<file path="src/rtl/i281_run_ctrl.sv">
`timescale 1ns/1ps
// i281_run_ctrl: run/halt/step/breakpoint controller for the i281 core.
// The core advances only on cycles where core_en is high. Breakpoints stop
// the core before the matching instruction executes.
//
// state       | meaning
// ST_HALTED   | core frozen; every command is accepted
// ST_RUNNING  | core free-runs until a breakpoint or HALT
// ST_STEPPING | core runs step_rem more instructions, then halts
module i281_run_ctrl #(
    parameter int PC_W   = 6,
    parameter int NUM_BP = 4,
    parameter int CYC_W  = 16,
    parameter int IDX_W  = (NUM_BP > 1) ? $clog2(NUM_BP) : 1
) (
    input  logic             clock,
    input  logic             reset,
    input  logic             cmd_valid,
    output logic             cmd_ready,
    input  logic [2:0]       cmd_op,
    input  logic [IDX_W-1:0] cmd_idx,
    input  logic [CYC_W-1:0] cmd_arg,
    input  logic [PC_W-1:0]  pc,
    output logic             core_en,
    output logic             halted,
    output logic [1:0]       halt_cause,
    output logic [IDX_W-1:0] bp_hit_idx,
    output logic [CYC_W-1:0] instr_count
);

    localparam logic [2:0] OP_NOP     = 3'd0;
    localparam logic [2:0] OP_RUN     = 3'd1;
    localparam logic [2:0] OP_HALT    = 3'd2;
    localparam logic [2:0] OP_STEP    = 3'd3;
    localparam logic [2:0] OP_SET_BP  = 3'd4;
    localparam logic [2:0] OP_CLR_BP  = 3'd5;
    localparam logic [2:0] OP_CLR_CNT = 3'd6;

    localparam logic [1:0] CAUSE_NONE = 2'd0;
    localparam logic [1:0] CAUSE_CMD  = 2'd1;
    localparam logic [1:0] CAUSE_STEP = 2'd2;
    localparam logic [1:0] CAUSE_BP   = 2'd3;

    typedef enum logic [1:0] {
        ST_HALTED   = 2'd0,
        ST_RUNNING  = 2'd1,
        ST_STEPPING = 2'd2
    } state_t;

    state_t           state, state_nxt;
    logic [CYC_W-1:0] step_rem, step_rem_nxt;
    logic             skip, skip_nxt;
    logic [1:0]       cause_nxt;
    logic [IDX_W-1:0] hit_nxt;
    logic [CYC_W-1:0] count_nxt;

    logic [NUM_BP-1:0] bp_en;
    logic [PC_W-1:0]   bp_addr [NUM_BP];
    logic              bp_hit_any;
    logic [IDX_W-1:0]  bp_slot;
    logic              bp_match;
    logic              cmd_acc;
    logic              idx_ok;

    // Breakpoint compare; scanning downward leaves the lowest matching slot selected.
    always_comb begin
        bp_hit_any = 1'b0;
        bp_slot    = '0;
        for (int i = NUM_BP - 1; i >= 0; i--) begin
            if (bp_en[i] && (bp_addr[i] == pc)) begin
                bp_hit_any = 1'b1;
                bp_slot    = IDX_W'(i);
            end
        end
    end

    assign bp_match = bp_hit_any && !skip;
    assign core_en  = (state != ST_HALTED) && !bp_match;
    assign halted   = (state == ST_HALTED);
    assign cmd_acc  = cmd_valid && cmd_ready;
    assign idx_ok   = (int'(cmd_idx) < NUM_BP);

    // Command acceptance: anything while halted, only non-disruptive ops while the core moves.
    always_comb begin
        cmd_ready = 1'b1;
        if (state != ST_HALTED) begin
            cmd_ready = (cmd_op == OP_NOP) || (cmd_op == OP_HALT) ||
                        (cmd_op == OP_SET_BP) || (cmd_op == OP_CLR_BP);
        end
    end

    // Next-state logic; halt causes are tested in priority order breakpoint > step > HALT.
    always_comb begin
        state_nxt    = state;
        step_rem_nxt = step_rem;
        skip_nxt     = skip;
        cause_nxt    = halt_cause;
        hit_nxt      = bp_hit_idx;
        count_nxt    = instr_count;

        if (core_en) begin
            skip_nxt = 1'b0;
            if (instr_count != {CYC_W{1'b1}}) begin
                count_nxt = instr_count + CYC_W'(1);
            end
            if (state == ST_STEPPING) begin
                step_rem_nxt = step_rem - CYC_W'(1);
            end
        end

        case (state)
            ST_HALTED: begin
                if (cmd_acc) begin
                    case (cmd_op)
                        OP_RUN: begin
                            state_nxt = ST_RUNNING;
                            skip_nxt  = 1'b1;
                        end
                        OP_STEP: begin
                            state_nxt    = ST_STEPPING;
                            step_rem_nxt = (cmd_arg == '0) ? CYC_W'(1) : cmd_arg;
                            skip_nxt     = 1'b1;
                        end
                        OP_CLR_CNT: count_nxt = '0;
                        default: ;
                    endcase
                end
            end
            ST_RUNNING, ST_STEPPING: begin
                if (bp_match) begin
                    state_nxt = ST_HALTED;
                    cause_nxt = CAUSE_BP;
                    hit_nxt   = bp_slot;
                end else if ((state == ST_STEPPING) && core_en && (step_rem == CYC_W'(1))) begin
                    state_nxt = ST_HALTED;
                    cause_nxt = CAUSE_STEP;
                end else if (cmd_acc && (cmd_op == OP_HALT)) begin
                    state_nxt = ST_HALTED;
                    cause_nxt = CAUSE_CMD;
                end
            end
            default: state_nxt = ST_HALTED;
        endcase
    end

    // Controller state register.
    always_ff @(posedge clock) begin
        if (reset) begin
            state       <= ST_HALTED;
            step_rem    <= '0;
            skip        <= 1'b0;
            halt_cause  <= CAUSE_NONE;
            bp_hit_idx  <= '0;
            instr_count <= '0;
        end else begin
            state       <= state_nxt;
            step_rem    <= step_rem_nxt;
            skip        <= skip_nxt;
            halt_cause  <= cause_nxt;
            bp_hit_idx  <= hit_nxt;
            instr_count <= count_nxt;
        end
    end

    // Breakpoint slots; writable in any state, visible to the compare from the next cycle.
    always_ff @(posedge clock) begin
        if (reset) begin
            bp_en <= '0;
            for (int i = 0; i < NUM_BP; i++) begin
                bp_addr[i] <= '0;
            end
        end else if (cmd_acc && idx_ok) begin
            if (cmd_op == OP_SET_BP) begin
                bp_en[cmd_idx]   <= 1'b1;
                bp_addr[cmd_idx] <= cmd_arg[PC_W-1:0];
            end else if (cmd_op == OP_CLR_BP) begin
                bp_en[cmd_idx] <= 1'b0;
            end
        end
    end

endmodule
</file>
<file path="config.mk">
export PLATFORM = sky130hd
export DESIGN_NAME = i281_run_ctrl
export DESIGN_NICKNAME = d
export VERILOG_FILES = /design/src/rtl/i281_run_ctrl.sv
export SDC_FILE = /design/constraint.sdc
export NUM_CORES = 1
export LEC_CHECK = 0
export ABC_AREA = 1
export CORE_UTILIZATION = 40
export CTS_BUF_LIST = sky130_fd_sc_hd__clkbuf_16
export CTS_CLUSTER_SIZE = 16
export DETAILED_ROUTE_END_ITERATION = 8
export SETUP_SLACK_MARGIN = 0.5
export SYNTH_ARGS = -nofsm -noshare
export SYNTH_HDL_FRONTEND = slang
export SYNTH_SLANG_ARGS = --single-unit
export TNS_END_PERCENT = 20
</file>
<file path="constraint.sdc">
create_clock -name clock -period 4.5 [get_ports clock]
set_clock_uncertainty 0.05 [all_clocks]
set_input_delay 0.45 -clock clock [delete_from_list [all_inputs] [get_ports clock]]
set_output_delay 0.45 -clock clock [all_outputs]
set_load 0.02 [all_outputs]
</file>
## Word level (Yosys, flattened, before mapping)

Memories as Yosys holds them, arrays and structs flattened.
Cells that the tools add are included.

- $add $sub $neg: 2
- Multipliers: 0
- Div/mod/pow operators: 0
- Order comparisons: 2
- Equal/unequal tests: 17
- Shifts and indexed selects: 0
- Muxes and demuxes: 46
- Bitwise gates (word level): 3
- Reduce and logical (&&, ||, !) cells: 29

Operator list:

| kind | number |
|---|---|
| $mux W16 | 11 |
| $eq A6 B6 Y1 | 4 |
| $mux W2 | 12 |
| $mux W1 | 17 |
| $add A16 B1 Y16 const B | 1 |
| $eq A16 B1 Y1 const B | 1 |
| $logic_not A16 Y1 | 1 |
| $ne A16 B16 Y1 const B | 1 |
| $sub A16 B1 Y16 const B | 1 |
| $logic_and A1 B1 Y1 | 11 |
| $eq A3 B3 Y1 const B | 3 |
| $mux W4 | 2 |
| $pmux W2 S2 | 2 |
| $eq A3 B2 Y1 const B | 2 |
| $mux W6 | 1 |
| $reduce_and A2 Y1 | 3 |
| $reduce_or A6 Y1 | 1 |
| $and A4 B4 Y4 | 1 |
| $ne A4 B4 Y1 const B | 1 |
| $not A4 Y4 | 1 |
| $or A4 B4 Y4 | 1 |
| $reduce_bool A2 Y1 | 2 |
| $reduce_or A2 Y1 | 2 |
| $eq A3 B1 Y1 const B | 1 |
| other kinds (13) | 16 |

- Flip-flop bits (word level): 43
- Latch bits: 0
- RAM bits: 24
- Bits in read-only memories: 0
- Bits of input ports: 30
- Output and inout port bits: 23
- Logic and storage cells: 107
- Memories kept: 1

Memory list:

| memory | depth | bits a word | rd ports | clocked after memory_dff | wr ports | RTL line | RTL |
|---|---|---|---|---|---|---|---|
| bp_addr | 4 | 6 | 4 | 0 | 4 | 58 | `logic [PC_W-1:0] bp_addr [NUM_BP];` |

## Longest topological paths before layout

Gate-level depths: netlist of the first run.
An unclocked memory read counts as a cell.

- Depth after elaboration: 15
- Depth in mapped cells: 16
- Gate-level depth less buffers: 16

## Worst setup path after synthesis of the first run

OpenSTA, ideal clock, no wires.

- Kind: reg2reg
- From: register instr_count[0]
- To: register instr_count[10]
- Library setup time: 0.116 ns
- Arrival time: 1.881 ns
- Required time: 4.334 ns
- Setup slack: 2.453 ns
- Stages on the path, launching flop included: 12
- Path buffers: 1
- Period minus slack after synthesis: 2.047 ns
- Cell sequence: dfxtp_1 ha_1 nand2_1 inv_2 nand4_1 nor4_1 nand3_1 nand2_2 inv_2 buf_6 a21oi_1 nor2_1

- Cells in the longest elaborated chain, start to end: 6
- Elaborated cells between the ends (all ways): 7
- Those cells by class: 1 x add/sub; 1 x eq/ne; 5 x mux

RTL lines:

| what | RTL line | RTL |
|---|---|---|
| start, declared | 28 | `output logic [CYC_W-1:0] instr_count` |
| start signal, assigned | 161 | `instr_count <= count_nxt;` |
| $add A16 B1 Y16 or $ne A16 B16 Y1 (tied branches) | 104, 103 |  |
| $mux W16 * | 103 | `if (instr_count != {CYC_W{1'b1}}) begin` |
| $mux W16 * | 101 | `if (core_en) begin` |
| $mux W16 | 114 | `case (cmd_op)` |
| $mux W16 | 113 | `if (cmd_acc) begin` |
| $mux W16 * | 111 | `case (state)` |

Mark *: on every way between the ends. The rest lies on a longest branch, timed or not.
A chain may end at the register's enable or synchronous reset.

## Final worst setup path of the first run

- From: input pc[3]
- To: output core_en

- Cells in the longest elaborated chain, start to end: 9
- Elaborated cells between the ends (all ways): 15
- Those cells by class: 4 x eq/ne; 4 x mux; 7 x reduce/logical

RTL lines:

| what | RTL line | RTL |
|---|---|---|
| start, declared | 23 | `input logic [PC_W-1:0] pc,` |
| $eq A6 B6 Y1 | 70 | `if (bp_en[i] && (bp_addr[i] == pc)) begin` |
| $logic_and A1 B1 Y1 | 70 |  |
| $mux W1 (3 in series) | 70 |  |
| $mux W1 * | 70 |  |
| $logic_and A1 B1 Y1 * | 77 | `assign bp_match = bp_hit_any && !skip;` |
| $logic_not A1 Y1 * | 78 | `assign core_en = (state != ST_HALTED) && !bp_match;` |
| $logic_and A1 B1 Y1 * | 78 |  |
| end, declared | 24 | `output logic core_en,` |

Marked as above.

==> results of run 1 <==
## flip-flops by register name, summed over array words and instances, names as in the netlist, named ones only
register	cells
bp_addr	24
bp_hit_idx	2
halt_cause	2
instr_count	16
skip	1
state	2
step_rem	16
## cell families after synthesis
logic type / Yosys count / share of synthesized area
AND/OR/NAND/NOR: 319 / 0.3382
buffers and inverters: 114 / 0.1126
AO/OA/AOI/OAI: 79 / 0.1120
flip-flops: 67 / 0.3933
XOR/XNOR: 13 / 0.02831
adder cells (fa/ha/maj): 5 / 0.01556
## routing by layer
layer	vias up	track usage
met5	-	0
li1	2027	-
met3	15	0.03625
met1	1703	0.2538
met4	0	0.07692
met2	56	0.3779
## synth_stat cells (2+ instances only)
cell type	number	area, sq um
sky130_fd_sc_hd__a21oi_1	20	100.1
sky130_fd_sc_hd__a31oi_1	3	18.77
sky130_fd_sc_hd__and3_1	2	12.51
sky130_fd_sc_hd__buf_2	3	15.01
sky130_fd_sc_hd__buf_6	2	22.52
sky130_fd_sc_hd__clkbuf_1	6	22.52
sky130_fd_sc_hd__dfxtp_1	43	860.8
sky130_fd_sc_hd__edfxtp_1	24	720.7
sky130_fd_sc_hd__ha_1	5	62.56
sky130_fd_sc_hd__inv_1	93	349.1
sky130_fd_sc_hd__inv_2	8	30.03
sky130_fd_sc_hd__nand2_1	150	563.0
sky130_fd_sc_hd__nand2_2	2	12.51
sky130_fd_sc_hd__nand2_4	2	22.52
sky130_fd_sc_hd__nand3_1	48	240.2
sky130_fd_sc_hd__nand4_1	11	68.82
sky130_fd_sc_hd__nor2_1	83	311.6
sky130_fd_sc_hd__nor2_2	2	12.51
sky130_fd_sc_hd__nor3_1	9	45.04
sky130_fd_sc_hd__nor4_1	5	31.28
sky130_fd_sc_hd__o211ai_1	10	75.07
sky130_fd_sc_hd__o21ai_0	36	180.2
sky130_fd_sc_hd__o21bai_1	2	15.01
sky130_fd_sc_hd__o31ai_1	2	15.01
sky130_fd_sc_hd__xnor2_1	2	17.52
sky130_fd_sc_hd__xor2_1	11	96.34
## worst max-delay path by stage
stage                                   start                         end  slack (ns)  cells past startpoint
floorplan           instr_count[0]$_SDFF_PP0_  instr_count[10]$_SDFF_PP0_        2.45                     11
CTS                                     pc[1]                     core_en        1.26                     12
finish                                  pc[3]                     core_en        1.28                     12
global route                            pc[0]                     core_en        1.05                     13
global placement                        pc[1]                     core_en        1.30                     12
detailed placement                      pc[1]                     core_en        1.28                     12
## critical path, delay by kind of cell
family	cells	cell delay, ns
AND/OR/NAND/NOR	8	0.71
buffers and inverters	4	1.53
## final cells by class
class,count,area [sq um],area share
multi-input cells,416,1987,0.4033
flip-flops and latches,67,1582,0.3210
repair buffers,52,520.5,0.1056
inverters,102,385.4,0.07821
clock buffers,9,225.2,0.04571
well taps,133,166.4,0.03377
clock inverters,7,61.31,0.01244
## metrics by stage
| step | total power [uW] | std cells | worst slack [ns] | cell area [sq um] | hold slack [ns] |
|---|---|---|---|---|---|
| 3_3_place_gp | 1632 | 770 | 1.300 | 4641 | 0.4061 |
| 4_1_cts | 2328 | 786 | 1.261 | 4927 | 0.4238 |
| 5_1_grt | 2471 | 786 | 1.047 | 4927 | 0.4469 |
| 3_5_place_dp | 1640 | 770 | 1.275 | 4641 | 0.4149 |
| 2_1_floorplan | 1422 | 597 | 2.453 | 4021 | 0.3854 |
| 6_report | 2315 | 786 | 1.280 | 4927 | 0.4187 |
## power groups by stage
stage	Clock (uW)	Combinational [uW]	Sequential [uW]
global route	720	977	775
detailed placement	0	863	777
CTS	694	869	765
floorplan	0	638	784
finish	686	864	765
global placement	0	856	776
==> metrics.txt, run 1 <==
# TYPE chip_impl_metric gauge
chip_impl_info{name="status",value="finished, final reports clean"} 1
chip_impl_info{name="clk_root_buffer_cell",value="sky130_fd_sc_hd__clkbuf_16"} 1
chip_impl_metric{name="internal_power",unit="uW"} 1434
chip_impl_metric{name="postCtsResizedCells",unit=""} 0
chip_impl_metric{name="final-setup-viol-count",unit=""} 0
chip_impl_metric{name="route.detailed.wl_per_inst",unit="um"} 13.25
chip_impl_metric{name="routedLengthMet1",unit="um"} 4789
chip_impl_metric{name="placement_rows",unit=""} 36
chip_impl_metric{name="post-cts-setup-buffer-count",unit=""} 0
chip_impl_metric{name="finalSetupTns",unit="ns"} 0
chip_impl_metric{name="antenna_cells",unit=""} 0
chip_impl_metric{name="fp.coreArea",unit="sq um"} 9774
chip_impl_info{name="synth_ff_type",value="sky130_fd_sc_hd__dfxtp_1"} 1
chip_impl_metric{name="grt.overflow.total",unit=""} 0
chip_impl_metric{name="synth_area_per_cell",unit="sq um"} 6.736
chip_impl_metric{name="place_hpwl",unit="um"} 7932
chip_impl_metric{name="final_clock_period_utilization_by_the_worst_path",unit=""} 0.7155
chip_impl_metric{name="timing.fmax",unit="GHz"} 0.3106
chip_impl_metric{name="final_core_utilization",unit=""} 0.5041
chip_impl_metric{name="latest_clock_arrival_within_the_worst_skew_pair",unit="ns"} 0.33
chip_impl_metric{name="floorplan.initialDensity",unit=""} 0.4114
chip_impl_info{name="rr_endpoint",value="step_rem[9]$_SDFF_PP0_"} 1
chip_impl_metric{name="critPathArrivalTime",unit="ns"} 2.72
chip_impl_metric{name="drt_iter0_markers",unit=""} 126
chip_impl_metric{name="cellLeakagePower",unit="uW"} 0.002232
chip_impl_metric{name="power.share.clock",unit=""} 0.296
chip_impl_metric{name="synthDistinctLibCells",unit=""} 39
chip_impl_metric{name="drt.antenna.violating_nets",unit=""} 0
chip_impl_info{name="tritoncts",value="built"} 1
chip_impl_metric{name="power.net_switching",unit="uW"} 881.0
chip_impl_metric{name="timing.slew.headroom",unit=""} 0.4295
chip_impl_info{name="mostFrequentLayoutCells",value="sky130_fd_sc_hd__nand2_1, sky130_fd_sc_hd__inv_1, sky130_fd_sc_hd__nor2_1"} 1
chip_impl_metric{name="ys.warnings.count",unit=""} 0
chip_impl_metric{name="crit_required",unit="ns"} 4.00
chip_impl_metric{name="maximum_number_of_pins_on_one_net_before_global_route_repair",unit=""} 31
chip_impl_info{name="crit_path_slowest_cell",value="sky130_fd_sc_hd__clkdlybuf4s50_1"} 1
chip_impl_metric{name="yosysSeqAreaShare",unit=""} 0.3933
chip_impl_metric{name="worst_setup_hold_path_clk_slew",unit="ns"} 0.06
chip_impl_metric{name="sequentialPowerShare",unit=""} 0.330
chip_impl_metric{name="antenna_found_initial",unit=""} 0
chip_impl_metric{name="number_of_global_route_vias_before_repair",unit=""} 3507
chip_impl_metric{name="async_flop_share",unit=""} 0
chip_impl_metric{name="synth_area",unit="sq um"} 4021
chip_impl_metric{name="holdPathStages",unit=""} 2
chip_impl_metric{name="power_per_cell_area",unit="nW/um^2"} 469.9
chip_impl_info{name="setup.worst_path.class",value="in -> out"} 1
chip_impl_metric{name="slew_violations",unit=""} 0
chip_impl_metric{name="p_comb_frac",unit=""} 0.373
chip_impl_info{name="hold_path.class",value="reg -> reg"} 1
chip_impl_metric{name="timing_hold_violations_final",unit=""} 0
chip_impl_info{name="final_common_cell",value="sky130_fd_sc_hd__nand2_1"} 1
chip_impl_metric{name="io_pins",unit=""} 53
chip_impl_metric{name="design.final.nets",unit=""} 683
chip_impl_metric{name="crit_fanout",unit=""} 23
chip_impl_info{name="highest_layer",value="met4"} 1
chip_impl_metric{name="fillers",unit=""} 1044
chip_impl_metric{name="post_detailed_route_drc_marker_count",unit=""} 0
chip_impl_metric{name="tritoncts.num_buffers",unit=""} 9
chip_impl_metric{name="area_growth_syn_to_layout",unit="%"} 22.53
chip_impl_metric{name="synth_edf_count",unit=""} 24
chip_impl_info{name="endpoint_type_of_the_worst_setup_path",value="output port"} 1
chip_impl_metric{name="via_count",unit=""} 3801
chip_impl_metric{name="worst_slew_pin_slew",unit="ns"} 0.8548
chip_impl_info{name="rsz0062_at_grt",value="no"} 1
chip_impl_metric{name="grt_resource_usage_total",unit=""} 0.2114
chip_impl_metric{name="post_route_cells_drive_above_1_share",unit=""} 0.04747
chip_impl_metric{name="vdd.ir_drop.worst",unit="mV"} 0.3083
chip_impl_metric{name="tritoncts_sinks",unit=""} 67
chip_impl_metric{name="timing.reg2reg.setup_slack",unit="ns"} 2.09
chip_impl_metric{name="synth.ff_latch_count",unit=""} 67
chip_impl_metric{name="via_per_inst",unit=""} 4.836
chip_impl_metric{name="worst_path_largest_cell_delay",unit="ns"} 0.65
chip_impl_metric{name="syn_nets",unit=""} 632
chip_impl_metric{name="dieWidth",unit="um"} 102.3
chip_impl_metric{name="fp.dieArea",unit="sq um"} 10460
chip_impl_info{name="regToRegStartpoint",value="state[0]$_SDFFE_PP0P_"} 1
chip_impl_metric{name="die_y",unit="um"} 102.3
chip_impl_info{name="start_kind",value="primary input"} 1
chip_impl_metric{name="numPortBuffers",unit=""} 52
chip_impl_metric{name="syn-instance-count",unit=""} 597
chip_impl_metric{name="period_minus_slack",unit="ns"} 3.220
chip_impl_metric{name="clockBufferDepth",unit=""} 2
chip_impl_metric{name="ff2ff_path_depth",unit=""} 11
chip_impl_metric{name="wl_met3",unit="um"} 283
chip_impl_metric{name="switching_share",unit=""} 0.3805
chip_impl_metric{name="drt_pre_antenna_iters",unit=""} 4
chip_impl_metric{name="cts_max_level",unit=""} 3
chip_impl_metric{name="grt_first_pass_wirelength",unit="um"} 16840
chip_impl_metric{name="drv_cap",unit=""} 0
chip_impl_info{name="path_cells",value="clkdlybuf4s50_1 > inv_2 > nand2_1 > nand2_1 > nand3_1 > nor2_1 > nor2_2 > nand2_2 > nand2_4 > nand2_4 > inv_4 > clkdlybuf4s50_1"} 1
chip_impl_metric{name="gpl.final_weighted_congestion",unit=""} 0.8488
chip_impl_metric{name="postCtsHoldBufs",unit=""} 0
chip_impl_metric{name="drt_wl_total",unit="um"} 10410
chip_impl_metric{name="met2RoutedLength",unit="um"} 5132
(Power assumes the default switching activity.)
==> run 2: changes to the inputs <==
==> constraint.sdc (replaced) <==
create_clock -name clock -period 2.8 [get_ports clock]
set_clock_uncertainty 0.05 [all_clocks]
set_input_delay 0.28 -clock clock [delete_from_list [all_inputs] [get_ports clock]]
set_output_delay 0.28 -clock clock [all_outputs]
set_load 0.02 [all_outputs]
==> metrics.txt, run 2 (same netlist as run 1, synthesis figures left out) <==
# TYPE chip_impl_metric gauge
chip_impl_info{name="final_common_cell",value="sky130_fd_sc_hd__nand2_1"} 1
chip_impl_info{name="clk_root_buffer_cell",value="sky130_fd_sc_hd__clkbuf_16"} 1
chip_impl_metric{name="worst_slew_pin_slew",unit="ns"} 0.6082
chip_impl_metric{name="final_clock_period_utilization_by_the_worst_path",unit=""} 0.7819
chip_impl_info{name="mostFrequentLayoutCells",value="sky130_fd_sc_hd__nand2_1, sky130_fd_sc_hd__inv_1, sky130_fd_sc_hd__nor2_1"} 1
chip_impl_metric{name="layout.cell_area.non_filler",unit="sq um"} 5065
chip_impl_metric{name="timing.slew.headroom",unit=""} 0.5908
chip_impl_metric{name="slew_violations",unit=""} 0
chip_impl_info{name="status",value="finished, final reports clean"} 1
chip_impl_metric{name="drt_wl_total",unit="um"} 10990
chip_impl_metric{name="latest_clock_arrival_within_the_worst_skew_pair",unit="ns"} 0.33
chip_impl_metric{name="number_of_global_route_vias_before_repair",unit=""} 3641
chip_impl_metric{name="crit_fanout",unit=""} 10
chip_impl_metric{name="via_count",unit=""} 3914
chip_impl_metric{name="critPathArrivalTime",unit="ns"} 1.86
chip_impl_metric{name="antenna_cells",unit=""} 0
chip_impl_metric{name="power",unit="uW"} 3864
chip_impl_metric{name="floorplan.initialDensity",unit=""} 0.4114
chip_impl_metric{name="dieWidth",unit="um"} 102.3
chip_impl_metric{name="worst_setup_hold_path_clk_slew",unit="ns"} 0.06
chip_impl_metric{name="die_y",unit="um"} 102.3
chip_impl_metric{name="post_detailed_route_drc_marker_count",unit=""} 0
chip_impl_metric{name="via_per_inst",unit=""} 4.911
chip_impl_info{name="crit_path_slowest_cell",value="sky130_fd_sc_hd__clkdlybuf4s50_1"} 1
chip_impl_metric{name="non_filler_instances",unit=""} 797
chip_impl_metric{name="vdd.ir_drop.worst",unit="mV"} 0.3769
chip_impl_metric{name="grt.overflow.total",unit=""} 0
chip_impl_metric{name="placement_rows",unit=""} 36
chip_impl_metric{name="tritoncts_sinks",unit=""} 67
chip_impl_metric{name="clockBufferDepth",unit=""} 2
chip_impl_metric{name="placed_cells_incl_taps",unit=""} 780
chip_impl_metric{name="antenna_found_initial",unit=""} 0
chip_impl_info{name="tritoncts",value="built"} 1
chip_impl_metric{name="timing.reg2reg.setup_slack",unit="ns"} 0.70
chip_impl_metric{name="fp.dieArea",unit="sq um"} 10460
chip_impl_metric{name="grt_first_pass_wirelength",unit="um"} 17630
chip_impl_metric{name="tritoncts.num_buffers",unit=""} 9
chip_impl_metric{name="route.detailed.wl_per_inst",unit="um"} 13.78
chip_impl_metric{name="largest_reg_flops",unit=""} 24
chip_impl_metric{name="io_pins",unit=""} 53
chip_impl_metric{name="power_per_cell_area",unit="nW/um^2"} 762.9
chip_impl_metric{name="grt_resource_usage_total",unit=""} 0.2214
chip_impl_metric{name="timing_hold_violations_final",unit=""} 0
chip_impl_metric{name="timing.fmax",unit="GHz"} 0.4567
chip_impl_info{name="regMostFlops",value="bp_addr"} 1
chip_impl_metric{name="design.final.nets",unit=""} 694
chip_impl_metric{name="place_hpwl",unit="um"} 8373
chip_impl_metric{name="fp.coreArea",unit="sq um"} 9774
chip_impl_info{name="setup.worst_path.class",value="in -> out"} 1
chip_impl_metric{name="drt_iter0_markers",unit=""} 151
chip_impl_metric{name="drt_pre_antenna_iters",unit=""} 5
chip_impl_metric{name="placed_cell_area",unit="sq um"} 4716
chip_impl_metric{name="area_growth_syn_to_layout",unit="%"} 25.95
chip_impl_metric{name="final-setup-viol-count",unit=""} 0
chip_impl_metric{name="numPortBuffers",unit=""} 52
chip_impl_info{name="endpoint_type_of_the_worst_setup_path",value="output port"} 1
chip_impl_metric{name="maximum_number_of_pins_on_one_net_before_global_route_repair",unit=""} 17
chip_impl_metric{name="cts_max_level",unit=""} 3
chip_impl_info{name="path_cells",value="clkdlybuf4s50_1 > inv_2 > nand2_1 > nand2_1 > nor2_1 > nand2_1 > nor2_1 > nor2_2 > nand2_2 > nand2_4 > nand2_4 > inv_4 > clkbuf_2"} 1
chip_impl_metric{name="ff2ff_path_depth",unit=""} 10
chip_impl_info{name="rr_endpoint",value="instr_count[3]$_SDFF_PP0_"} 1
chip_impl_info{name="largest_registers",value="bp_addr: 24 flops, instr_count: 16 flops, step_rem: 16 flops"} 1
chip_impl_metric{name="post_route_cells_drive_above_1_share",unit=""} 0.07380
chip_impl_metric{name="cellLeakagePower",unit="uW"} 0.002318
chip_impl_metric{name="hold_ws",unit="ns"} 0.4186
chip_impl_info{name="path_common_cell",value="sky130_fd_sc_hd__nand2_1"} 1
chip_impl_info{name="rsz0062_at_grt",value="yes"} 1
chip_impl_metric{name="finalSetupTns",unit="ns"} 0
chip_impl_metric{name="crit_required",unit="ns"} 2.47
chip_impl_info{name="regToRegStartpoint",value="instr_count[0]$_SDFF_PP0_"} 1
chip_impl_metric{name="drt.antenna.violating_nets",unit=""} 0
chip_impl_info{name="hold_path.class",value="reg -> reg"} 1
chip_impl_metric{name="period_minus_slack",unit="ns"} 2.189
chip_impl_metric{name="holdPathStages",unit=""} 2
chip_impl_metric{name="worst_path_largest_cell_delay",unit="ns"} 0.52
chip_impl_info{name="start_kind",value="primary input"} 1
chip_impl_metric{name="drv_cap",unit=""} 0
chip_impl_metric{name="gpl.final_weighted_congestion",unit=""} 0.8965
-- run 2: final cells by class --
type	instances	area, sq um
Fill cell	998	4710
Multi-Input combinational cell	416	2013
Sequential cell	67	1582
Timing Repair Buffer	63	604.3
Inverter	102	385.4
Clock buffer	10	250.2
Tap cell	133	166.4
Clock inverter	6	63.81
-- run 2: through the flow --
step | util | setup slack [ns]
final | 0.5182 | 0.6106
after global routing | 0.5182 | 0.4772
after CTS | 0.5150 | 0.4389
after detailed placement | 0.4825 | 0.1616
after global placement | 0.4825 | 0.1969
after floorplan | - | 0.7529
-- run 2: layer usage --
layer  part of all wire  vias to the layer above  track usage
li1                   -                     2046            -
met4              0.017                        0      0.08462
met5                  0                        -            0
met1               0.44                     1765       0.2665
met3              0.041                       17      0.03694
met2               0.50                       86       0.3939
-- run 2: repair_timing --
item,4_1_cts,5_1_grt
buffers inserted,0,1
gates cloned,0,0
endpoints found under the setup margin,9,17
resized for setup,3,9
hold buffers,0,0
-- run 2: how the worst max path moves through the flow --
stage | cells after the start | start | endpoint | slack [ns]
after floorplan | 11 | instr_count[0]$_SDFF_PP0_ | instr_count[10]$_SDFF_PP0_ | 0.75
after global placement | 12 | pc[0] | core_en | 0.20
after detailed placement | 13 | pc[0] | core_en | 0.16
after CTS | 13 | pc[1] | core_en | 0.44
after global routing | 17 | pc[1] | step_rem[9]$_SDFF_PP0_ | 0.48
final | 13 | pc[1] | core_en | 0.61
-- run 2: critical path, delay by kind of cell --
kind,cells,cell delay (ns)
buffers and inverters,4,0.82
and+or+nand+nor,9,0.74
-- run 2: report_power, final --
group	switching, uW	internal (uW)	total [uW]
sequential	112	1120	1230
clock	440	742	1180
combinational	906	541	1450
==> run 3: changes to the inputs <==
==> constraint.sdc (replaced) <==
create_clock -name clock -period 1.9 [get_ports clock]
set_clock_uncertainty 0.05 [all_clocks]
set_input_delay 0.19 -clock clock [delete_from_list [all_inputs] [get_ports clock]]
set_output_delay 0.19 -clock clock [all_outputs]
set_load 0.02 [all_outputs]
==> metrics.txt, run 3 (same netlist as run 1, synthesis figures left out) <==
# TYPE chip_impl_metric gauge
chip_impl_info{name="status",value="complete, but fails checks"} 1
chip_impl_info{name="failed_checks",value="negative setup slack"} 1
chip_impl_metric{name="via_count",unit=""} 4185
chip_impl_metric{name="drt_wl_total",unit="um"} 11400
chip_impl_metric{name="power_per_cell_area",unit="nW/um^2"} 1125
chip_impl_metric{name="route.detailed.wl_per_inst",unit="um"} 13.35
chip_impl_info{name="regMostFlops",value="bp_addr"} 1
chip_impl_metric{name="crit_required",unit="ns"} 2.11
chip_impl_info{name="endpoint_type_of_the_worst_setup_path",value="flop"} 1
chip_impl_metric{name="period_minus_slack",unit="ns"} 1.969
chip_impl_info{name="mostFrequentLayoutCells",value="sky130_fd_sc_hd__nand2_1, sky130_fd_sc_hd__inv_1, sky130_fd_sc_hd__nor2_1"} 1
chip_impl_metric{name="power.share.clock",unit=""} 0.275
chip_impl_metric{name="maximum_number_of_pins_on_one_net_before_global_route_repair",unit=""} 16
chip_impl_metric{name="clockBufferDepth",unit=""} 2
chip_impl_metric{name="finalSetupTns",unit="ns"} -0.2197
chip_impl_metric{name="grt.overflow.total",unit=""} 0
chip_impl_metric{name="post_route_cells_drive_above_1_share",unit=""} 0.2344
chip_impl_info{name="setup.worst_path.class",value="reg -> reg"} 1
chip_impl_metric{name="number_of_global_route_vias_before_repair",unit=""} 3933
chip_impl_metric{name="power.net_switching",unit="uW"} 2487
chip_impl_metric{name="post_detailed_route_drc_marker_count",unit=""} 0
chip_impl_metric{name="tritoncts.num_buffers",unit=""} 9
chip_impl_metric{name="place_hpwl",unit="um"} 8571
chip_impl_metric{name="worst_setup_hold_path_clk_slew",unit="ns"} 0.06
chip_impl_metric{name="worst_slew_pin_slew",unit="ns"} 0.4777
chip_impl_info{name="start_kind",value="flop"} 1
chip_impl_metric{name="cellLeakagePower",unit="uW"} 0.003045
chip_impl_metric{name="area_growth_syn_to_layout",unit="%"} 45.49
chip_impl_metric{name="timing.fmax",unit="GHz"} 0.5079
chip_impl_metric{name="grt_first_pass_wirelength",unit="um"} 18530
chip_impl_metric{name="dp_slack",unit="ns"} -0.5793
chip_impl_metric{name="design.final.nets",unit=""} 751
chip_impl_metric{name="sequentialPowerShare",unit=""} 0.278
chip_impl_metric{name="antenna_cells",unit=""} 0
chip_impl_metric{name="tritoncts_sinks",unit=""} 67
chip_impl_metric{name="drt_iter0_markers",unit=""} 119
chip_impl_metric{name="cts_max_level",unit=""} 3
chip_impl_info{name="clk_root_buffer_cell",value="sky130_fd_sc_hd__clkbuf_16"} 1
chip_impl_metric{name="numPortBuffers",unit=""} 52
chip_impl_metric{name="via_per_inst",unit=""} 4.900
chip_impl_metric{name="gpl.final_weighted_congestion",unit=""} 0.8621
chip_impl_metric{name="placed_cell_area",unit="sq um"} 5145
chip_impl_metric{name="internal_power",unit="uW"} 4094
chip_impl_metric{name="p_comb_frac",unit=""} 0.447
chip_impl_metric{name="die_y",unit="um"} 102.3
chip_impl_metric{name="timing_hold_violations_final",unit=""} 0
chip_impl_metric{name="io_pins",unit=""} 53
chip_impl_metric{name="fp.coreArea",unit="sq um"} 9774
chip_impl_metric{name="final_core_utilization",unit=""} 0.5986
chip_impl_metric{name="crit_fanout",unit=""} 6
chip_impl_metric{name="dieWidth",unit="um"} 102.3
chip_impl_info{name="final_common_cell",value="sky130_fd_sc_hd__nand2_1"} 1
chip_impl_metric{name="antenna_found_initial",unit=""} 0
chip_impl_metric{name="critPathArrivalTime",unit="ns"} 2.18
chip_impl_metric{name="final-setup-viol-count",unit=""} 10
chip_impl_info{name="rsz0062_at_grt",value="yes"} 1
chip_impl_metric{name="setup_slack",unit="ns"} -0.06892
chip_impl_metric{name="slew_violations",unit=""} 0
chip_impl_metric{name="fp.dieArea",unit="sq um"} 10460
chip_impl_metric{name="grt_resource_usage_total",unit=""} 0.2331
chip_impl_metric{name="vdd.ir_drop.worst",unit="mV"} 0.9697
chip_impl_metric{name="placed_cells_incl_taps",unit=""} 830
chip_impl_info{name="hold_path.class",value="reg -> reg"} 1
chip_impl_metric{name="non_filler_instances",unit=""} 854
chip_impl_info{name="largest_registers",value="bp_addr: 24 flops, instr_count: 16 flops, step_rem: 16 flops"} 1
chip_impl_metric{name="placement_rows",unit=""} 36
chip_impl_metric{name="drt.antenna.violating_nets",unit=""} 0
chip_impl_metric{name="switching_share",unit=""} 0.3779
chip_impl_metric{name="drt_pre_antenna_iters",unit=""} 4
chip_impl_metric{name="latest_clock_arrival_within_the_worst_skew_pair",unit="ns"} 0.33
chip_impl_metric{name="drv_cap",unit=""} 0
chip_impl_info{name="tritoncts",value="built"} 1
chip_impl_metric{name="floorplan.initialDensity",unit=""} 0.4114
chip_impl_metric{name="largest_reg_flops",unit=""} 24
chip_impl_metric{name="final_clock_period_utilization_by_the_worst_path",unit=""} 1.036
chip_impl_metric{name="timing.slew.headroom",unit=""} 0.6786
chip_impl_metric{name="layout.cell_area.non_filler",unit="sq um"} 5851
run 3: cell count changes in the layout (fill, tap and decap cells not counted), moves of 6 or more:
cell	change
sky130_fd_sc_hd__a21oi_1	-6
sky130_fd_sc_hd__a21oi_2	+6
sky130_fd_sc_hd__buf_4	+49
sky130_fd_sc_hd__buf_6	+8
sky130_fd_sc_hd__clkdlybuf4s50_1	-25
sky130_fd_sc_hd__dlygate4sd2_1	+7
sky130_fd_sc_hd__dlymetal6s2s_1	+16
sky130_fd_sc_hd__inv_1	-8
sky130_fd_sc_hd__inv_2	+6
sky130_fd_sc_hd__nand2_1	-10
sky130_fd_sc_hd__nand3_1	-10
sky130_fd_sc_hd__nand3_2	+9
sky130_fd_sc_hd__o21ai_0	-15
sky130_fd_sc_hd__o21ai_2	+11
run 3: final cells by class:
type	instances	area [sq um]
fillers	922	3924
multi-input cells	416	2266
flip-flops and latches	67	1593
repair buffers	120	1109
inverters	102	392.9
clock buffers	9	225.2
well taps	133	166.4
clock inverters	7	98.84
run 3: what timing repair did:
item,in CTS,in global routing
hold buffers,0,0
pin swaps,11,8
endpoints found under the setup margin,100,106
gates resized for setup,82,55
buffers inserted,6,2
run 3: through the flow:
stage	power, uW	hold WS (ns)
after global placement	4323	0.3983
after detailed placement	4337	0.4017
after CTS	6425	0.4068
final	6581	0.4093
after global routing	7012	0.4278
after floorplan	3407	0.2888
run 3: power groups by stage:
stage / registers, uW / logic (uW) / clock network [uW]
2_1_floorplan: 1870 / 1530 / 0
3_3_place_gp: 1840 / 2480 / 0
3_5_place_dp: 1840 / 2500 / 0
4_1_cts: 1820 / 2760 / 1840
5_1_grt: 1860 / 3250 / 1900
6_report: 1830 / 2940 / 1810
run 3: worst max-delay path, cell delays in order (launching register included):
cell	delay, ns
sky130_fd_sc_hd__dfxtp_4	0.35
sky130_fd_sc_hd__ha_4	0.14
sky130_fd_sc_hd__nand2_2	0.05
sky130_fd_sc_hd__inv_2	0.05
sky130_fd_sc_hd__nand4_1	0.17
sky130_fd_sc_hd__nor4_4	0.40
sky130_fd_sc_hd__nand3_2	0.18
sky130_fd_sc_hd__nand2_8	0.13
sky130_fd_sc_hd__buf_6	0.12
sky130_fd_sc_hd__buf_4	0.10
sky130_fd_sc_hd__o21ai_2	0.04
sky130_fd_sc_hd__a21oi_1	0.12
run 3: path summary, 6_finish.rpt:
kind | to | startpoint | depth (start not counted) | slack [ns]
worst max-delay path | instr_count[4]$_SDFF_PP0_ | instr_count[1]$_SDFF_PP0_ | 11 | -0.07
worst min-delay path | flop | flop | 2 | 0.41
worst max register to register | instr_count[4]$_SDFF_PP0_ | instr_count[1]$_SDFF_PP0_ | 11 | -0.07
worst min register to register | flop | flop | 2 | 0.41
run 3: layer usage:
layer	GRT usage	up-vias	share of wire
li1	-	2164	-
met1	0.2698	1907	0.44
met2	0.4249	102	0.51
met3	0.05404	12	0.039
met4	0.07033	0	0.017
met5	0	-	0
